--- config.mk ---
export PLATFORM = sky130hd
export DESIGN_NAME = assert_fail_logger
export DESIGN_NICKNAME = d
export VERILOG_FILES = /design/src/rtl/assert_fail_logger.sv
export SDC_FILE = /design/constraint.sdc
export NUM_CORES = 1
export LEC_CHECK = 0
export ABC_AREA = 1
export ABC_CLOCK_PERIOD_IN_PS = 3100
export CAP_MARGIN = 40
export CORE_MARGIN = 2
export CORE_UTILIZATION = 45
export CTS_CLUSTER_DIAMETER = 60
export DETAILED_ROUTE_END_ITERATION = 16
export PLACE_DENSITY_LB_ADDON = 0.12
export SYNTH_ARGS = -nofsm -noshare
export SYNTH_HDL_FRONTEND = slang
export SYNTH_SLANG_ARGS = --single-unit
--- constraint.sdc ---
create_clock -name clk -period 3.1 [get_ports clk]
set_input_delay 0.62 -clock clk [delete_from_list [all_inputs] [get_ports clk]]
set_output_delay 0.62 -clock clk [all_outputs]
set_load 0.02 [all_outputs]
--- src/rtl/assert_fail_logger.sv ---
// assert_fail_logger
// Records every cycle on which one or more assertion checkers fail. Each
// record (failing-checker mask, optionally a cycle timestamp) goes into a
// small first-word-fall-through FIFO drained over a valid/ready port.
// Also keeps sticky per-checker flags, a saturating failure counter and a
// sticky overflow flag for records dropped while the FIFO was full.
//
// Build option: define ASSERT_LOG_TIMESTAMP_EN to build the free-running
// timestamp counter and store it with each record. Without it, records hold
// only the mask and rec_ts is tied to zero. The port list is the same in both
// builds.
module assert_fail_logger #(
  parameter int NUM_CHECKERS = 4,
  parameter int DEPTH        = 8,
  parameter int TS_WIDTH     = 16,
  parameter int CNT_WIDTH    = 8
) (
  input  logic                    clk,
  input  logic                    reset,
  input  logic [NUM_CHECKERS-1:0] fail,
  input  logic                    clear,
  output logic                    rec_valid,
  input  logic                    rec_ready,
  output logic [NUM_CHECKERS-1:0] rec_mask,
  output logic [TS_WIDTH-1:0]     rec_ts,
  output logic [NUM_CHECKERS-1:0] sticky,
  output logic [CNT_WIDTH-1:0]    fail_count,
  output logic                    overflow,
  output logic                    any_fail
);

  localparam int PTR_W = $clog2(DEPTH);
  localparam int OCC_W = PTR_W + 1;
  localparam logic [OCC_W-1:0] OCC_FULL = OCC_W'(DEPTH);

  logic [PTR_W-1:0]        rd_ptr_reg;
  logic [PTR_W-1:0]        wr_ptr_reg;
  logic [OCC_W-1:0]        occ_reg;
  logic [NUM_CHECKERS-1:0] sticky_reg;
  logic [CNT_WIDTH-1:0]    fail_count_reg;
  logic                    overflow_reg;
  logic [NUM_CHECKERS-1:0] mask_mem [DEPTH];

  logic fail_hit;
  logic fifo_full;
  logic do_pop;
  logic do_push;
  logic do_drop;

  // A failing cycle needs a nonzero fail vector; clear discards it entirely.
  // Pops need a real head (an empty FIFO ignores rec_ready, so a same-cycle
  // push is never popped) and lose against clear. A full FIFO still accepts
  // a push when the head leaves on the same edge.
  always_comb begin
    fail_hit  = (|fail) && !clear;
    fifo_full = (occ_reg == OCC_FULL);
    do_pop    = (occ_reg != '0) && rec_ready && !clear;
    do_push   = fail_hit && (!fifo_full || do_pop);
    do_drop   = fail_hit && fifo_full && !do_pop;
  end

  // FIFO pointers and occupancy.
  always_ff @(posedge clk or posedge reset) begin
    if (reset) begin
      rd_ptr_reg <= '0;
      wr_ptr_reg <= '0;
      occ_reg    <= '0;
    end else if (clear) begin
      rd_ptr_reg <= '0;
      wr_ptr_reg <= '0;
      occ_reg    <= '0;
    end else begin
      if (do_pop)  rd_ptr_reg <= rd_ptr_reg + 1'b1;
      if (do_push) wr_ptr_reg <= wr_ptr_reg + 1'b1;
      if (do_push && !do_pop)      occ_reg <= occ_reg + 1'b1;
      else if (do_pop && !do_push) occ_reg <= occ_reg - 1'b1;
    end
  end

  // Mask storage; cleared by reset so the stale head reads zero afterwards.
  always_ff @(posedge clk or posedge reset) begin
    if (reset) begin
      for (int i = 0; i < DEPTH; i++) mask_mem[i] <= '0;
    end else if (do_push) begin
      mask_mem[wr_ptr_reg] <= fail;
    end
  end

  // Sticky flags, saturating failure counter and sticky overflow.
  always_ff @(posedge clk or posedge reset) begin
    if (reset) begin
      sticky_reg     <= '0;
      fail_count_reg <= '0;
      overflow_reg   <= 1'b0;
    end else if (clear) begin
      sticky_reg     <= '0;
      fail_count_reg <= '0;
      overflow_reg   <= 1'b0;
    end else begin
      if (fail_hit) begin
        sticky_reg <= sticky_reg | fail;
        if (fail_count_reg != '1) fail_count_reg <= fail_count_reg + 1'b1;
      end
      if (do_drop) overflow_reg <= 1'b1;
    end
  end

`ifdef ASSERT_LOG_TIMESTAMP_EN
  logic [TS_WIDTH-1:0] ts_reg;
  logic [TS_WIDTH-1:0] ts_mem [DEPTH];

  // Free-running cycle counter; only reset restarts it, clear leaves it alone.
  always_ff @(posedge clk or posedge reset) begin
    if (reset) ts_reg <= '0;
    else       ts_reg <= ts_reg + 1'b1;
  end

  // Timestamp storage alongside the mask, written with the counter value
  // seen at the failing edge.
  always_ff @(posedge clk or posedge reset) begin
    if (reset) begin
      for (int i = 0; i < DEPTH; i++) ts_mem[i] <= '0;
    end else if (do_push) begin
      ts_mem[wr_ptr_reg] <= ts_reg;
    end
  end

  assign rec_ts = ts_mem[rd_ptr_reg];
`else
  assign rec_ts = '0;
`endif

  // Outputs decode registered state only; the head is shown fall-through.
  assign rec_valid  = (occ_reg != '0);
  assign rec_mask   = mask_mem[rd_ptr_reg];
  assign sticky     = sticky_reg;
  assign fail_count = fail_count_reg;
  assign overflow   = overflow_reg;
  assign any_fail   = |sticky_reg;

endmodule

==> impl_metrics.tcl, run 1 <==
set metrics [dict create \
    rr_endpoint "occ_reg[3]$_DFFE_PP0P_" \
    ys_ff_latch 55 \
    sw_frac_of_total_pct 39.28 \
    layout_common_cells "78 x nand2_1, 55 x dfrtp_1, 39 x nor2_1" \
    syn_inst 355 \
    synth_area_um2 3013 \
    grt_pass1_wl_mm 10.90 \
    max_slew.worst_pin.slew_ns 0.6956 \
    die_width_um 85.83 \
    ioPinCount 43 \
    r2r-start "occ_reg[1]$_DFFE_PP0P_" \
    power.density_nw_per_um2 796.9 \
    setup_viol 0 \
    clkTransAtPathRegs_ns 0.09 \
    initial_core_util_pct 46.91 \
    crit_required_ns 2.48 \
    worst-path-max-fanout 18 \
    multiInputGateArea_um2 1406 \
    finalHoldViolations 0 \
    cts_buffers 5 \
    p_clk_share_pct 18.0 \
    dr_total_vias 2363 \
    layout_commonest_cell "nand2_1" \
    routed_via_density 5.126 \
    ant_nets 0 \
    fin_crit_ns 2.904 \
    postCtsHoldBufs 0 \
    drive_gt1_share_pct 8.854 \
    path_buf_inv 2 \
    ir_worst_vdd_mv 0.3098 \
    regArea_um2 1376 \
    seq_area_frac_synth_pct 45.68 \
    grt_max_degree 56 \
    synth_edf_count 0 \
    min_path_type "reg2reg" \
    place_hpwl_mm 4.502 \
    port_buffers 26 \
    avgSynthCellArea_um2 8.487 \
    synthArstFlopShare_pct 100.0 \
    ys_types 29 \
    cp_num_cells 6 \
    slowest_stage "clkdlybuf4s50_1" \
    ff2ff_setup_slack_ns 1.12 \
    first_pass_iters 11 \
    num_antenna_cells 0 \
    core_area_um2 6422 \
    min-delay-start "mask_mem[25]$_DFFE_PP0P_" \
    nets 397 \
    syn2layout_area_growth_pct 12.62 \
    finalPower_uw 2704 \
    yosys_warnings 0 \
    combPwrFrac_pct 40.1 \
    relSlewSlack_pct 53.63 \
    cts.repair.resized 0 \
    placed_area_um2 3276 \
    status "finished with violations" \
    drc_errors 3 \
    path_cells "inv_2, nor2_1, o21ai_0, a21oi_1, a31oi_1, clkdlybuf4s50_1" \
    drt-initial-drc-count 230 \
    synth_ff_type "dfrtp_1" \
    internal_power_uw 1642 \
    setup_tns_ns 0 \
    cts.sinks 55 \
    crit_start "rd_ptr_reg[0]$_DFFE_PP0P_" \
    htreeDepth 2 \
    cts_root_buffer "clkbuf_8" \
    cp.arrival_ns 2.28 \
    criticalPathCategory "reg2out" \
    fin_skew_ns 0.003112 \
    p_leak_uw 0.001584 \
    grt_overflow 0 \
    grt_pass1_vias 2233 \
    max_stage_delay_ns 0.63 \
    drv_slew 0 \
    cts_tree "built" \
    drv_cap 0 \
    critPathLaunchType "flip-flop" \
    insertion_delay_ns 0.30 \
    violations "design-rule violations" \
    power.switching_uw 1062 \
    rsz0062_at_grt "no" \
    post-route-period-util_pct 93.69 \
    antenna_found_initial 0 \
    largest_register_ffs 32 \
    cp-end-kind "output port" \
    die_height_um 85.83 \
    final_cell_area_um2 3393 \
    p_seq_share_pct 41.9 \
    critPathTopFamily "buffers and inverters" \
    gp_congestion 0.8566 \
    die_area_um2 7366 \
    wirelength_mm 6.351 \
    post_cts_buffers 0 \
    cp-endpoint "rec_mask[0]" \
    nFillCells 600 \
    wl_per_cell_um 13.78 \
    ff2ff_path_depth 13 \
    fmax_mhz 344.3 \
    rows 29 \
    grt_usage_pct 18.54 \
    clk_path_buf_depth 2 \
]
==> per-stage QoR <==
step                setup WS (ns)  utilization (%)  hold slack, ns  instances
global route              0.06139            52.83          0.5274        461
finish                     0.1955            52.83          0.4944        461
CTS                        0.2124            52.83          0.4977        461
floorplan                   1.137                -          0.4478        370
detailed placement         0.3617            51.00          0.4729        453
global placement           0.4348            51.00          0.4663        453
==> layout make-up <==
| cell class | instances | share of cell area, % |
|---|---|---|
| Multi-Input combinational cell | 262 | 41.45 |
| Sequential cell | 55 | 40.56 |
| Timing Repair Buffer | 28 | 8.112 |
| Inverter | 31 | 3.577 |
| Tap cell | 77 | 2.839 |
| Clock buffer | 6 | 2.434 |
| Clock inverter | 2 | 1.032 |
==> power by group through the flow <==
stage / Clock [µW] / Combinational [µW] / Sequential (µW)
after floorplan: 0 / 837 / 1090
after global placement: 0 / 1080 / 1140
after detailed placement: 0 / 1090 / 1140
after CTS: 511 / 1090 / 1130
after global routing: 531 / 1230 / 1170
final: 488 / 1080 / 1130
==> logic make-up after synthesis <==
family | Yosys count | synth area share, %
DFF | 55 | 45.68
and+or+nand+nor | 158 | 27.41
xor gates and xnor gates | 5 | 1.453
other | 1 | 0.1245
buffers and inverters | 53 | 9.510
AOI/OAI and AO/OA | 77 | 13.08
adders and majority gates | 6 | 2.741
==> worst min-delay path: stages, from the launching register on <==
cell and delay, ns:
dfrtp_1 0.35, nand2_1 0.05, o21ai_1 0.06
==> metal layers <==
metal	track usage, %	up-vias	wire length, µm
met5	0	-	0
met4	5.051	0	112
met3	3.176	11	298
met2	28.76	78	2749
met1	26.96	1086	3190
li1	-	1188	-
==> cells in the mapped netlist, types with 2 or more instances <==
library cell | number | area, µm²
nand3_1 | 15 | 75.07
xor2_1 | 4 | 35.03
ha_1 | 5 | 62.56
nor2_1 | 39 | 146.4
o21ai_0 | 33 | 165.2
a21oi_1 | 10 | 50.05
o21ai_1 | 29 | 145.1
buf_4 | 16 | 120.1
nand2_1 | 78 | 292.8
buf_2 | 5 | 25.02
nor2_2 | 2 | 12.51
nand3_4 | 9 | 157.7
inv_2 | 2 | 7.510
nand2_4 | 4 | 45.04
a31oi_1 | 4 | 25.02
inv_4 | 2 | 12.51
nand4_1 | 6 | 37.54
dfrtp_1 | 55 | 1376
inv_1 | 26 | 97.59
nand2_2 | 2 | 12.51
==> worst min-delay path by stage <==
stage	to	slack (ns)	cells past startpoint
after floorplan	mask_mem[4]$_DFFE_PP0P_	0.45	2
after global placement	mask_mem[27]$_DFFE_PP0P_	0.47	2
after detailed placement	mask_mem[24]$_DFFE_PP0P_	0.47	2
after CTS	mask_mem[11]$_DFFE_PP0P_	0.50	2
after global routing	mask_mem[11]$_DFFE_PP0P_	0.53	2
final	mask_mem[25]$_DFFE_PP0P_	0.49	2
Note: power is estimated with default switching activity, not from simulation.
==> run 2: changes to the inputs <==
--- a/config.mk
+++ b/config.mk
@@ -6,7 +6,6 @@
 export NUM_CORES = 1
 export LEC_CHECK = 0
 export ABC_AREA = 1
-export ABC_CLOCK_PERIOD_IN_PS = 3100
 export CAP_MARGIN = 40
 export CORE_MARGIN = 2
 export CORE_UTILIZATION = 45
==> results of run 2 <==
Final layout, timing and power as in run 1 (identical DEF).
==> run 3: changes to the inputs <==
--- a/config.mk
+++ b/config.mk
@@ -7,10 +7,12 @@
 export LEC_CHECK = 0
 export ABC_AREA = 1
 export CAP_MARGIN = 40
+export CORE_ASPECT_RATIO = 0.8
 export CORE_MARGIN = 2
-export CORE_UTILIZATION = 45
+export CORE_UTILIZATION = 55
 export CTS_CLUSTER_DIAMETER = 60
 export DETAILED_ROUTE_END_ITERATION = 16
+export GPL_ROUTABILITY_DRIVEN = 0
 export PLACE_DENSITY_LB_ADDON = 0.12
 export SYNTH_ARGS = -nofsm -noshare
 export SYNTH_HDL_FRONTEND = slang
==> run 3 against run 2 <==
Compared with the run above: flip-flop and latch count is the same; sequential power is essentially flat; design area shrank 0.88%; highest routed layer unchanged; worst setup slack gained 0.023 ns; via count grew 1.9%; the flow now finishes without violations; critical path depth is the same; largest cell class unchanged; utilization grew 9.7 points; routed wire length grew 3.0%; total power shrank 2.1%; first-iteration DRC count shrank 30%.
==> impl_metrics.tcl, run 3 (same netlist as run 1, synthesis figures left out) <==
set metrics [dict create \
    status "finished clean" \
    cts.repair.resized 0 \
    place_inst 442 \
    routed_via_density 5.353 \
    critPathLaunchType "flip-flop" \
    clk_path_buf_depth 2 \
    setup_tns_ns 0 \
    fmax_mhz 347.1 \
    drc_errors 0 \
    drv_cap 0 \
    rr_endpoint "occ_reg[3]$_DFFE_PP0P_" \
    criticalPathCategory "reg2out" \
    drive_gt1_share_pct 8.831 \
    hold_end "mask_mem[17]$_DFFE_PP0P_" \
    grt_max_degree 22 \
    holdPathStages 2 \
    rows 24 \
    post_cts_buffers 0 \
    rsz0062_at_grt "no" \
    num_antenna_cells 0 \
    cp.arrival_ns 2.26 \
    die_height_um 70.20 \
    final_cell_area_um2 3363 \
    finalPower_uw 2646 \
    layout_commonest_cell "nand2_1" \
    clkTransAtPathRegs_ns 0.10 \
    antenna_found_initial 0 \
    initial_core_util_pct 56.05 \
    fin_skew_ns 0.006349 \
    crit_required_ns 2.48 \
    power.density_nw_per_um2 786.8 \
    p_leak_uw 0.001576 \
    grt_overflow 0 \
    worst-path-max-fanout 18 \
    cts.sinks 55 \
    min_path_type "reg2reg" \
    ioPinCount 43 \
    place_hpwl_mm 4.828 \
    fin_crit_ns 2.881 \
    dr_total_vias 2409 \
    wirelength_mm 6.539 \
    nets 398 \
    setup_viol 0 \
    core_area_um2 5375 \
    cts_root_buffer "clkbuf_8" \
    ant_nets 0 \
    drt-initial-drc-count 161 \
    placed_area_um2 3268 \
    port_buffers 26 \
    die_area_um2 6090 \
    wl_per_cell_um 14.53 \
    post-route-period-util_pct 92.95 \
    grt_usage_pct 24.22 \
    instances_no_fill 450 \
    syn2layout_area_growth_pct 11.63 \
    layout_common_cells "78 x nand2_1, 55 x dfrtp_1, 39 x nor2_1" \
    cts_tree "built" \
    htreeDepth 2 \
    die_width_um 86.75 \
    fin_util_pct 62.57 \
    drv_slew 0 \
    ir_worst_vdd_mv 0.5290 \
    grt_pass1_vias 2309 \
    largest_register_ffs 32 \
    cts_buffers 5 \
    postCtsHoldBufs 0 \
    first_pass_iters 4 \
    cp-end-kind "output port" \
    finalHoldViolations 0 \
    grt_pass1_wl_mm 11.38 \
    insertion_delay_ns 0.31 \
    r2r-start "occ_reg[1]$_DFFE_PP0P_" \
    ff2ff_path_depth 13 \
    min-delay-start "mask_mem[17]$_DFFE_PP0P_" \
    ff2ff_setup_slack_ns 1.08 \
]
run 3: cell count changes in the layout (fill, tap and decap cells not counted):
cell | before | now
clkinv_2 | 1 | 0
buf_4 | 2 | 3
clkbuf_1 | 0 | 1
bufinv_16 | 1 | 0
clkinv_4 | 0 | 1
run 3: report_power, final:
part,switching [µW],internal (µW)
sequential,180,947
clock,232,184
combinational,670,434
run 3: final cells by class:
type | instances | area (µm²)
flip-flops and latches | 55 | 1376
multi-input cells | 262 | 1406
well taps | 65 | 81.33
repair buffers | 29 | 282.8
fillers | 460 | 2012
clock inverters | 1 | 8.758
inverters | 31 | 121.4
clock buffers | 7 | 86.33
run 3: layer usage:
| metal | vias to the layer above | track usage, % | part of all wire (%) |
|---|---|---|---|
| met5 | - | 0 | 0 |
| met4 | 0 | 6.771 | 0.99 |
| met3 | 8 | 5.319 | 6.0 |
| met2 | 72 | 34.62 | 44 |
| met1 | 1134 | 37.06 | 49 |
| li1 | 1195 | - | - |
run 3: metrics by stage:
stage | hold slack, ns | setup WS (ns)
2_1_floorplan | 0.4478 | 1.137
3_3_place_gp | 0.4670 | 0.4417
3_5_place_dp | 0.4740 | 0.3474
4_1_cts | 0.4972 | 0.2143
5_1_grt | 0.5346 | 0.03023
6_report | 0.4980 | 0.2186
run 3: worst max path at each step:
stage	from	endpoint	slack, ns	cells past startpoint
6_report	rd_ptr_reg[0]$_DFFE_PP0P_	rec_mask[2]	0.22	6
3_3_place_gp	clear	occ_reg[3]$_DFFE_PP0P_	0.44	12
5_1_grt	rd_ptr_reg[0]$_DFFE_PP0P_	rec_mask[0]	0.03	6
2_1_floorplan	reset	fail_count[0]$_DFFE_PP0P_	1.14	1
3_5_place_dp	clear	occ_reg[3]$_DFFE_PP0P_	0.35	12
4_1_cts	rd_ptr_reg[0]$_DFFE_PP0P_	rec_mask[0]	0.21	6
run 3: worst max-delay path, stage by stage (launching register included):
cell and delay, ns:
dfrtp_1 0.49, inv_2 0.27, nor2_1 0.07, o21ai_0 0.27, a21oi_1 0.08, a31oi_1 0.15
clkdlybuf4s50_1 0.62
